[src/rtl/io_pkg.sv]
// rtl/io_pkg.sv - shared constants for the memory-mapped I/O responder
package io_pkg;

    localparam logic [11:0] IO_BASE_ADDR = 12'hF00;

    localparam logic [3:0] OFF_CYCLE        = 4'd0;
    localparam logic [3:0] OFF_TIMER_LOAD   = 4'd1;
    localparam logic [3:0] OFF_TIMER_STATUS = 4'd2;
    localparam logic [3:0] OFF_EVT_POP      = 4'd3;
    localparam logic [3:0] OFF_EVT_COUNT    = 4'd4;
    localparam logic [3:0] OFF_LED          = 4'd5;

    // Bit of the EVT_POP read word that flags a valid popped event
    localparam int EVT_VALID_BIT = 31;

endpackage

[src/rtl/io_event_fifo.sv]
// rtl/io_event_fifo.sv - synchronous event FIFO with extra-MSB wrap pointers
module io_event_fifo #(
    parameter int DEPTH = 4,
    parameter int WIDTH = 8
) (
    input  logic                     clock,
    input  logic                     reset,
    input  logic                     push,
    input  logic                     pop,
    input  logic [WIDTH-1:0]         wdata,
    output logic [WIDTH-1:0]         head,
    output logic [$clog2(DEPTH):0]   count,
    output logic                     full,
    output logic                     empty
);

    localparam int AW = $clog2(DEPTH);

    logic [AW:0]      wr_ptr_q, wr_ptr_d;
    logic [AW:0]      rd_ptr_q, rd_ptr_d;
    logic [WIDTH-1:0] mem_q [DEPTH];
    logic             do_push, do_pop;

    // Pop is qualified on the pre-edge empty flag, so a push into an empty FIFO cannot be popped in the same cycle
    always_comb begin
        empty    = (wr_ptr_q == rd_ptr_q);
        full     = (wr_ptr_q[AW] != rd_ptr_q[AW]) && (wr_ptr_q[AW-1:0] == rd_ptr_q[AW-1:0]);
        count    = wr_ptr_q - rd_ptr_q;
        head     = mem_q[rd_ptr_q[AW-1:0]];
        do_push  = push && !full;
        do_pop   = pop && !empty;
        wr_ptr_d = do_push ? wr_ptr_q + 1'b1 : wr_ptr_q;
        rd_ptr_d = do_pop  ? rd_ptr_q + 1'b1 : rd_ptr_q;
    end

    always_ff @(posedge clock or negedge reset) begin
        if (!reset) begin
            wr_ptr_q <= '0;
            rd_ptr_q <= '0;
        end else begin
            wr_ptr_q <= wr_ptr_d;
            rd_ptr_q <= rd_ptr_d;
        end
    end

    always_ff @(posedge clock) begin
        if (do_push) begin
            mem_q[wr_ptr_q[AW-1:0]] <= wdata;
        end
    end

endmodule

[src/rtl/io_responder.sv]
// rtl/io_responder.sv - I/O window target: cycle counter, timer, event FIFO, LED register
module io_responder
    import io_pkg::*;
#(
    parameter logic [11:0] BASE_ADDR  = IO_BASE_ADDR,
    parameter int          FIFO_DEPTH = 4,
    parameter int          EVT_WIDTH  = 8
) (
    input  logic                 clock,
    input  logic                 reset,
    input  logic                 req,
    input  logic [11:0]          address,
    input  logic [31:0]          data,
    input  logic                 wren,
    output logic [31:0]          q,
    output logic                 hit,
    input  logic                 evt_valid,
    input  logic [EVT_WIDTH-1:0] evt_data,
    output logic                 evt_ready,
    output logic [15:0]          led_out,
    output logic                 irq
);

    localparam int CW = $clog2(FIFO_DEPTH) + 1;

    logic        sel, rd, wr, expire;
    logic [3:0]  off;
    logic [31:0] rdata;

    logic [31:0] cycle_q, cycle_d;
    logic [31:0] count_q, count_d;
    logic        running_q, running_d;
    logic        expired_q, expired_d;
    logic [15:0] led_q, led_d;
    logic [31:0] q_q, q_d;
    logic        hit_q, hit_d;

    logic                 fifo_push, fifo_pop, fifo_full, fifo_empty;
    logic [EVT_WIDTH-1:0] fifo_head;
    logic [CW-1:0]        fifo_count;

    io_event_fifo #(
        .DEPTH (FIFO_DEPTH),
        .WIDTH (EVT_WIDTH)
    ) u_fifo (
        .clock (clock),
        .reset (reset),
        .push  (fifo_push),
        .pop   (fifo_pop),
        .wdata (evt_data),
        .head  (fifo_head),
        .count (fifo_count),
        .full  (fifo_full),
        .empty (fifo_empty)
    );

    always_comb begin
        sel       = req && (address[11:4] == BASE_ADDR[11:4]);
        off       = address[3:0];
        wr        = sel && wren;
        rd        = sel && !wren;
        evt_ready = reset && !fifo_full;
        fifo_push = evt_valid && evt_ready;
        fifo_pop  = rd && (off == OFF_EVT_POP) && !fifo_empty;
    end

    // Read mux samples pre-edge state; the q register supplies the one-cycle latency
    always_comb begin
        rdata = '0;
        case (off)
            OFF_CYCLE:        rdata = cycle_q;
            OFF_TIMER_LOAD:   rdata = count_q;
            OFF_TIMER_STATUS: rdata = {30'd0, running_q, expired_q};
            OFF_EVT_POP: begin
                if (!fifo_empty) begin
                    rdata[EVT_VALID_BIT]    = 1'b1;
                    rdata[EVT_WIDTH-1:0]    = fifo_head;
                end
            end
            OFF_EVT_COUNT:    rdata = 32'(fifo_count);
            OFF_LED:          rdata = {16'd0, led_q};
            default:          rdata = '0;
        endcase
    end

    // Expiry beats a same-cycle status clear; a same-cycle load still restarts the count
    always_comb begin
        expire    = running_q && (count_q == 32'd1);
        count_d   = count_q;
        running_d = running_q;
        expired_d = expired_q;
        if (running_q) begin
            count_d = count_q - 32'd1;
            if (expire) begin
                running_d = 1'b0;
                expired_d = 1'b1;
            end
        end
        if (wr && (off == OFF_TIMER_STATUS) && data[0] && !expire) begin
            expired_d = 1'b0;
        end
        if (wr && (off == OFF_TIMER_LOAD)) begin
            count_d   = data;
            running_d = (data != 32'd0);
        end
    end

    always_comb begin
        cycle_d = cycle_q + 32'd1;
        led_d   = (wr && (off == OFF_LED)) ? data[15:0] : led_q;
        hit_d   = req ? sel : hit_q;
        q_d     = req ? (rd ? rdata : 32'd0) : q_q;
    end

    always_ff @(posedge clock or negedge reset) begin
        if (!reset) begin
            cycle_q   <= '0;
            count_q   <= '0;
            running_q <= 1'b0;
            expired_q <= 1'b0;
            led_q     <= '0;
            q_q       <= '0;
            hit_q     <= 1'b0;
        end else begin
            cycle_q   <= cycle_d;
            count_q   <= count_d;
            running_q <= running_d;
            expired_q <= expired_d;
            led_q     <= led_d;
            q_q       <= q_d;
            hit_q     <= hit_d;
        end
    end

    assign q       = q_q;
    assign hit     = hit_q;
    assign led_out = led_q;
    assign irq     = expired_q;

endmodule

[config.mk]
export PLATFORM = sky130hd
export DESIGN_NAME = io_responder
export DESIGN_NICKNAME = d
export VERILOG_FILES = /design/src/rtl/io_pkg.sv /design/src/rtl/io_event_fifo.sv /design/src/rtl/io_responder.sv
export SDC_FILE = /design/constraint.sdc
export NUM_CORES = 1
export LEC_CHECK = 0
export CORE_ASPECT_RATIO = 0.6
export CORE_MARGIN = 2
export CORE_UTILIZATION = 45
export CTS_CLUSTER_DIAMETER = 50
export DETAILED_ROUTE_END_ITERATION = 7
export DONT_BUFFER_PORTS = 1
export SYNTH_ARGS = -nofsm -noshare
export SYNTH_HDL_FRONTEND = slang
export SYNTH_HIERARCHICAL = 1
export SYNTH_SLANG_ARGS = --single-unit
[constraint.sdc]
create_clock -name clock -period 3.9 [get_ports clock]
set_input_delay 0.78 -clock clock [delete_from_list [all_inputs] [get_ports clock]]
set_output_delay 0.78 -clock clock [all_outputs]
set_load 0.01 [all_outputs]
# Yosys cells after proc, flatten, opt, wreduce, memory -nomap -nowiden
# Memory sizes are Yosys's and may differ from the RTL's.
# Cells that the tools add are included.
# Widths: inputs -> output; s select.
dict set report classes {
  n_addsub 5
  eq_ne 10
  n_mux 16
  reduce_logical 26
}
# op n
set op_table {}
lappend op_table {{$mux 32} 3}
lappend op_table {{$pmux 23 s3} 1}
lappend op_table {{$pmux 8 s6} 1}
lappend op_table {{$add 32x1->32 const B} 1}
lappend op_table {{$eq 32x1->1 const B} 1}
lappend op_table {{$reduce_bool 32->1} 1}
lappend op_table {{$sub 32x1->32 const B} 1}
lappend op_table {{$logic_and 1x1->1} 16}
lappend op_table {{$mux 1} 9}
lappend op_table {{$eq 4x2->1 const B} 2}
lappend op_table {{$eq 4x3->1 const B} 2}
lappend op_table {{$eq 8x8->1 const B} 1}
lappend op_table {{$mux 8} 1}
lappend op_table {{$add 3x1->3 const B} 2}
lappend op_table {{$reduce_bool 2->1} 3}
lappend op_table {{$eq 4x1->1 const B} 1}
lappend op_table {{$logic_not 1->1} 4}
lappend op_table {{$logic_not 4->1} 1}
lappend op_table {{$eq 3x3->1} 1}
lappend op_table {{$pmux 1 s3} 1}
lappend op_table {{$sub 3x3->3} 1}
lappend op_table {{$eq 2x2->1} 1}
lappend op_table {{$reduce_and 2->1} 1}
lappend op_table {{$ne 1x1->1} 1}
dict set report totals {
  regBits 121
  ramBits 32
  in_bits 57
  out_inout_bits 51
  elab_cells 67
  mem_count 1
}
# memory depth word_bits read_ports rd_ports_with_merged_regs write_ports line
set mem_list {}
lappend mem_list {u_fifo.mem_q 4 8 1 0 1 io_event_fifo.sv:21} ;# logic [WIDTH-1:0] mem_q [DEPTH];

# Longest topological paths before layout
# Gate-level depths: netlist of run 1.
dict set report depth {
  depth_word 8
  mapped_depth 12
  mapped_depth_nobuf 10
}

# Cells and area by module
# The synthesis of run 1 kept the hierarchy.
# module n_inst cells_each area_per_inst_um2 seq_area_each_um2
set by_module_without_submodules {}
lappend by_module_without_submodules {io_responder 1 527 5718.0 2877.8}
lappend by_module_without_submodules {io_event_fifo 1 87 1611.5 1111.1}

# Worst setup path before layout of run 1
# OpenSTA, ideal clock, no wires.
dict set report synth_path {
  path_type {input port to flip-flop}
  startpoint {in address[1]}
  endpoint {reg led_q[10] (netlist: led_out[10])}
  setup_ns 0.125
  arrival_ns 2.396
  required_time_ns 3.775
  setup_slack_ns 1.379
  cell_stages 7
  n_path_buf 3
  cell_sequence {clkbuf_1 > nand2b_1 > nor3b_2 > and4_1 > buf_2 > buf_2 > mux2_2}
}
dict set report synth_between {
  elab_chain_len 2
}
# element line
set synth_lines {}
lappend synth_lines {{start, declared} io_responder.sv:12} ;# input logic [11:0] address,
lappend synth_lines {{$eq 4x3->1} io_responder.sv:110} ;# led_d = (wr && (off == OFF_LED)) ? data[15:0] : led_q;
lappend synth_lines {{$logic_and 1x1->1} io_responder.sv:110}
lappend synth_lines {{end signal, assigned} io_responder.sv:129} ;# led_q <= led_d;
lappend synth_lines {{end, declared} io_responder.sv:34} ;# logic [15:0] led_q, led_d;
# Every way passes these cells.
# A chain may end at the register's enable or synchronous reset.

# Worst setup path after layout of run 1
dict set report layout_path {
  startpoint {reg u_fifo.rd_ptr_q[1]}
  endpoint {out evt_ready}
}
dict set report layout_between {
  elab_chain_len 4
}
# element line
set layout_lines {}
lappend layout_lines {{start, declared} io_event_fifo.sv:20} ;# logic [AW:0] rd_ptr_q, rd_ptr_d;
lappend layout_lines {{start signal, assigned} io_event_fifo.sv:42} ;# rd_ptr_q <= rd_ptr_d;
lappend layout_lines {{$eq 2x2->1} io_event_fifo.sv:27} ;# full = (wr_ptr_q[AW] != rd_ptr_q[AW]) && (wr_ptr_q[AW-1:0] == rd_ptr_q[AW-1:0]);
lappend layout_lines {{$logic_and 1x1->1} io_event_fifo.sv:27}
lappend layout_lines {{net fifo_full} io_responder.sv:38} ;# logic fifo_push, fifo_pop, fifo_full, fifo_empty;
lappend layout_lines {{$logic_not 1->1} io_responder.sv:62} ;# evt_ready = reset && !fifo_full;
lappend layout_lines {{$logic_and 1x1->1} io_responder.sv:62}
lappend layout_lines {{end, declared} io_responder.sv:19} ;# output logic evt_ready,
# The timed path passes the listed nets, and every way through them passes these cells.

==> metrics.txt, run 1 <==
num ports=108; ANT cells=0; busiest grt layer=met1; antenna violations before repair=1; Final Max Tran Viols=0; # H-tree levels=4; DP Cell Count=800; Overflow after GRT=0; largest net degree at the start of global routing=123; crit-path max cell delay=660 ps; ys async rst share=79.1%; setup TNS=0 ps; Overall Power=3.76 mW; # hold bufs at CTS=0; synthesized area per cell=11.9 µm²; WL final=18.1 mm; clock-pin transition on the worst setup and hold timing paths=70 ps; MaxCap Viol Count=0; kind of critical path=register to output pin; nets=678; sequential share of the synthesized area=54.4%; vias in the first global route=5011; Area Growth Syn to Fin=11.0%; Slew HR=36.0%; startpoint class of the critical path=register; commonest non-fill, non-tap cell in the layout=dfrtp_1; DPL Wire Length=13.0 mm; first-pass iteration count of the detailed router=5; Top FF cell, synth=dfrtp_1; Fin. Hold Viols=0; met3 Track Usage GR=7.18%; hold slack=41.2 ps; DP Worst Slack=1050 ps; flop2flop setup slack=1100 ps; input/output buffers=0; Synth Warn #=6; most frequent cells in the layout=dfrtp_1, xnor2_1, nor2_1; CP max-delay cell=dfrtp_1; Die Y=103 µm; CTS buffer count=17; Setup violations, final=0; DR WL/cell=21.7 µm; Syn Nets=682; Core ar.=0.0161 mm²; Initial Utilization=45.6%; Post-CTS Setup Bufs=0; remaining antenna violation count=0; Mapped Area=0.00733 mm²; GPL Wtd Cong=0.807; slew of the pin with the lowest slew margin=960 ps; met2 global-route usage=31.2%; cells after synthesis=614; Yosys cell types=60; CP cell instances=inv_1 -> ha_1 -> nand3_1 -> inv_1 -> nor2b_1; RSZ-0062 raised after global routing=false; via count=5018; status=finished, final reports clean; Seq cells post-synth=153; clock tree buffer depth=2; Worst EP required=3120 ps; Clock Root Buffer=clkbuf_16; Die ar.=0.0174 mm²; period utilization=72.8%; setup slack after layout=1060 ps; peak supply drop=0.208 mV; crit path DAT=2060 ps; crit path max fanout=11; crit path time final=2840 ps; Critical Path Sink Type=output pin; Skew-Pair Late Insertion Delay=440 ps; Pwr per Cell Area=463 mW/mm²; Vias/cell=6.03; fraction of layout cells with a size suffix above 1=14.4%; Pleak=3.15 nW; DR DRC count=0; most frequent CP cell=inv_1; first-pass GRT wire length=28.6 mm; DR iter-0 viols=449; Clock Skews=9.74 ps; Row Count=36; CTS tree=yes; f_max=0.352 GHz; Die W=169 µm; global routing usage on met1=32.6%; clock sink count=153; Hold Path Class=primary input to asynchronous set/reset pin; Post-synth EDFFs=32; post_cts resized=0; All-Layer GR Usage=22.2%; Layout Cells excl Fill=832
## path summary, 6_finish.rpt
kind                       cells past startpoint                      startpoint                      endpoint
setup / recovery                               5  u_fifo/rd_ptr_q[1]$_DFFE_PN0P_                     evt_ready
hold / removal                                 0                           reset             q[23]$_DFFE_PN0P_
setup reg to reg                               7  u_fifo/rd_ptr_q[1]$_DFFE_PN0P_  u_fifo/mem_q[3][5]$_DFFE_PP_
hold reg to reg                                1            cycle_q[0]$_DFF_PN0_          cycle_q[0]$_DFF_PN0_
max in group asynchronous                      0                           reset         cycle_q[15]$_DFF_PN0_
min in group clock                             0                     evt_data[4]  u_fifo/mem_q[3][4]$_DFFE_PP_
## per-stage QoR
| step | utilization (%) | cell area [µm²] |
|---|---|---|
| CTS | 50.6 | 8140 |
| detailed placement | 46.9 | 7540 |
| finish | 50.6 | 8140 |
| global placement | 46.9 | 7540 |
| floorplan | - | 7330 |
| global route | 50.6 | 8140 |
## cell usage after synthesis (all sizes together) (8+ instances only)
cell	n	area (µm²)
and3	8	50.1
nand4	8	50.1
ha	10	125
clkbuf	23	86.3
o2bb2ai	33	289
a222oi	13	130
nand3	13	65.1
buf	8	36.3
dfrtp	121	3030
nor3	20	110
xor2	13	121
a21oi	33	165
nor4	17	128
a22oi	15	113
mux4	8	180
edfxtp	32	961
nor2	49	184
nand2	24	90.1
mux2	21	244
inv	15	56.3
xnor2	52	455
## cells by family (layout without fill, tap and decap cells)
kind of cell               count (synthesis)  count (layout)  synth area share, %
AOI/OAI and AO/OA                        115             115                 11.7
and+or+nand+nor                          192             192                 15.4
muxes                                     32              32                 6.20
xor gates and xnor gates                  65              65                 7.87
buffers and inverters                     46              55                 2.44
DFF                                      153             153                 54.4
adders and majority gates                 11              11                 1.98
## where the power goes
part | internal, mW | switching, mW | total [mW]
clock | 0.956 | 0.710 | 1.67
combinational | 0.136 | 0.159 | 0.295
sequential | 1.72 | 0.0851 | 1.80
## worst max-delay path: cells and delay by family, from the launching register on
kind                       cells  cell delay [ps]
DFF                            1              660
and+or+nand+nor                2              410
buffers and inverters          2              220
adders and majority gates      1              340
## sequential cells by signal (all words and copies together) (netlist names)
name,flops
count_q,32
cycle_q,32
hit,1
irq,1
led_out,16
q,32
running_q,1
u_fifo/mem_q,32
u_fifo/rd_ptr_q,3
u_fifo/wr_ptr_q,3
## cell type report
| class | count | area [µm²] |
|---|---|---|
| Clock buffer | 17 | 425 |
| Clock inverter | 15 | 165 |
| Fill cell | 1399 | 7950 |
| Inverter | 15 | 56.3 |
| Multi-Input combinational cell | 415 | 3180 |
| Sequential cell | 153 | 3990 |
| Tap cell | 209 | 262 |
| Timing Repair Buffer | 8 | 60.1 |
## routing by layer
layer,vias up,wire (µm)
li1,2289,-
met1,2544,8750
met2,165,7510
met3,20,1640
met4,0,187
met5,-,0
Note: power is estimated with default switching activity, not from simulation.
==> run 2, diff against run 1 <==
==> constraint.sdc (replaced) <==
create_clock -name clock -period 2.45 [get_ports clock]
set_input_delay 0.49 -clock clock [delete_from_list [all_inputs] [get_ports clock]]
set_output_delay 0.49 -clock clock [all_outputs]
set_load 0.01 [all_outputs]
==> run 2 against run 1 <==
The flow now finishes with violations (hold timing). Flip-flop and latch count is the same. Global-route usage is essentially flat. Final cell count grew 1.6%. Highest routed layer unchanged.
==> metrics.txt, run 2 (synthesis results as in run 1) <==
kind of critical path=register to register; combinational fraction of design power=8.2% (+0.4 points); Overall Power=6.14 mW (+63%); Row Count=36 (unchanged); delay-heaviest family, CP=compound AO/OA/AOI/OAI gates; largest net degree at the start of global routing=123 (unchanged); DR WL/cell=21.8 µm (+0.19%); Worst EP required=2750 ps (-370 ps); r2r endpoint=q[2]$_DFFE_PN0P_; CP cell instances=inv_1 -> ha_1 -> nand2_1 -> nor2_1 -> and4b_2 -> a22o_1 -> a221oi_1 -> o2bb2ai_1; Worst R2R Start=u_fifo/wr_ptr_q[0]$_DFFE_PN0P_; crit path DAT=2580 ps (+520 ps); Critical path destination=q[2]$_DFFE_PN0P_; WL final=18.4 mm (+1.8%); clock-pin transition on the worst setup and hold timing paths=60 ps (about the same); first-pass iteration count of the detailed router=5 (unchanged); sw frac=23.4% (-2.0 points); nets=691 (+1.9%); Critical Path Sink Type=register; Clock Root Buffer=clkbuf_16; Skew-Pair Late Insertion Delay=430 ps (about the same); DP Cell Count=813 (+1.6%); Pwr per Cell Area=743 mW/mm² (+61%); CP max-delay cell=dfrtp_1; peak supply drop=0.374 mV (+79%); Area Growth Syn to Fin=12.8%; Die ar.=0.0174 mm² (unchanged); All-Layer GR Usage=22.2% (+0.025 points); Die W=169 µm (unchanged); worst-case reg-to-reg path depth=8 (+1); Die Y=103 µm (unchanged); crit-path max cell delay=410 ps (-250 ps); slew of the pin with the lowest slew margin=772 ps (-188 ps); fraction of layout cells with a size suffix above 1=16.2% (+1.7 points); sequential power share=46.7% (-1.2 points); Clock Skews=8.59 ps (-1.15 ps); Slew HR=48.1% (+12 points); GPL Wtd Cong=0.807 (about the same); Layout Cells excl Fill=845 (+1.6%); via count=5086 (+1.4%); ANT cells=0 (unchanged); Core ar.=0.0161 mm² (unchanged); input/output buffers=0 (unchanged); Overflow after GRT=0 (unchanged); DPL Wire Length=12.9 mm (-0.77%); status=finished, violations left; CTS buffer count=17 (unchanged); crit path launch=u_fifo/wr_ptr_q[0]$_DFFE_PN0P_; crit path max fanout=10 (-1); setup TNS=0 ps (unchanged); f_max=0.439 GHz; DR DRC count=0 (unchanged); commonest non-fill, non-tap cell in the layout=dfrtp_1; Setup violations, final=0 (unchanged); CTS tree=yes; first-pass GRT wire length=28.7 mm (+0.24%); Crit path buffers/inverters=1 (-1); Crit. path cell count=8 (+3); hold slack=-239 ps (-280 ps); num ports=108 (unchanged); Fin. Hold Viols=121 (+121); Post-CTS Setup Bufs=0 (unchanged); period utilization=93.1%; MaxCap Viol Count=0 (unchanged); Int Pwr=4.70 mW (+67%); Vias/cell=6.02 (-0.20%); most frequent cells in the layout=dfrtp_1, xnor2_1, nor2_1; crit path time final=2280 ps; antenna violations before repair=0 (-1); Initial Utilization=45.6% (unchanged); Final Max Tran Viols=0 (unchanged); flop2flop setup slack=170 ps (-930 ps); clock sink count=153 (unchanged); Pleak=3.23 nW (+2.6%); remaining antenna violation count=0 (unchanged); clock tree buffer depth=2 (unchanged); startpoint class of the critical path=register; DR iter-0 viols=429 (-4.5%); failing checks=hold timing; clock group share of total power=45.1% (+0.8 points); vias in the first global route=5047 (+0.72%); Sw Pwr=1.44 mW (+51%); Hold Path Class=primary input to asynchronous set/reset pin; # H-tree levels=4 (unchanged)
## run 2: cell types whose count changed in the layout (fill, tap and decap cells not counted), moves of 2 or more
cell and delta:
clkinv_2 +3, clkbuf_1 +2, buf_4 +13, inv_8 -2, bufinv_16 +2, inv_6 -2
## run 2: power by group through the flow
stage	Sequential [mW]	Combinational [mW]	Clock, mW
6_report	2.87	0.505	2.77
3_3_place_gp	2.90	0.473	0
3_5_place_dp	2.91	0.500	0
4_1_cts	2.87	0.506	2.81
2_1_floorplan	2.87	0.371	0
5_1_grt	2.88	0.565	2.93
## run 2: metrics by stage
step | setup WS (ps) | instance area, µm² | utilization (%) | hold WS (ps)
final | 170 | 8260 | 51.4 | -239
after global routing | -6.87 | 8260 | 51.4 | -265
after CTS | 121 | 8260 | 51.4 | -259
after detailed placement | 143 | 7640 | 47.5 | 199
after global placement | 245 | 7640 | 47.5 | 198
after floorplan | 126 | 7330 | - | 194
## run 2: final cells by class
class / count / area [µm²]
tap: 209 / 262
clock buffer: 20 / 447
sequential: 153 / 3990
multi-input combinational: 415 / 3180
fill: 1373 / 7820
inverter: 15 / 56.3
timing repair buffer: 21 / 158
clock inverter: 12 / 174
## run 2: per-layer routing
layer / track usage [%] / share of wire [%] / up-vias
met1: 33.0 / 49 / 2582
met2: 31.1 / 42 / 172
met4: 5.57 / 1.1 / 0
li1: - / - / 2313
met5: 0 / 0 / -
met3: 7.52 / 8.0 / 19
## run 2: worst min-delay path by stage
stage	from	to	slack, ps
2_1_floorplan	reset	count_q[0]$_DFFE_PN0P_	190
3_3_place_gp	reset	q[26]$_DFFE_PN0P_	200
3_5_place_dp	reset	cycle_q[26]$_DFF_PN0_	200
4_1_cts	reset	count_q[27]$_DFFE_PN0P_	-260
5_1_grt	reset	cycle_q[28]$_DFF_PN0_	-260
6_report	reset	u_fifo/rd_ptr_q[2]$_DFFE_PN0P_	-240
## run 2: what timing repair did
item / CTS / global route
endpoints found under the setup margin: 0 / 2
endpoints found under the hold margin: 121 / 121
gates resized for setup: 0 / 1
## run 2: worst reg2reg max path, cell delays in order (launching register included)
cell and delay (ps):
dfrtp_1 410, inv_1 100, ha_1 350, nand2_1 100, nor2_1 100, and4b_2 320, a22o_1 280, a221oi_1 400
o2bb2ai_1 100
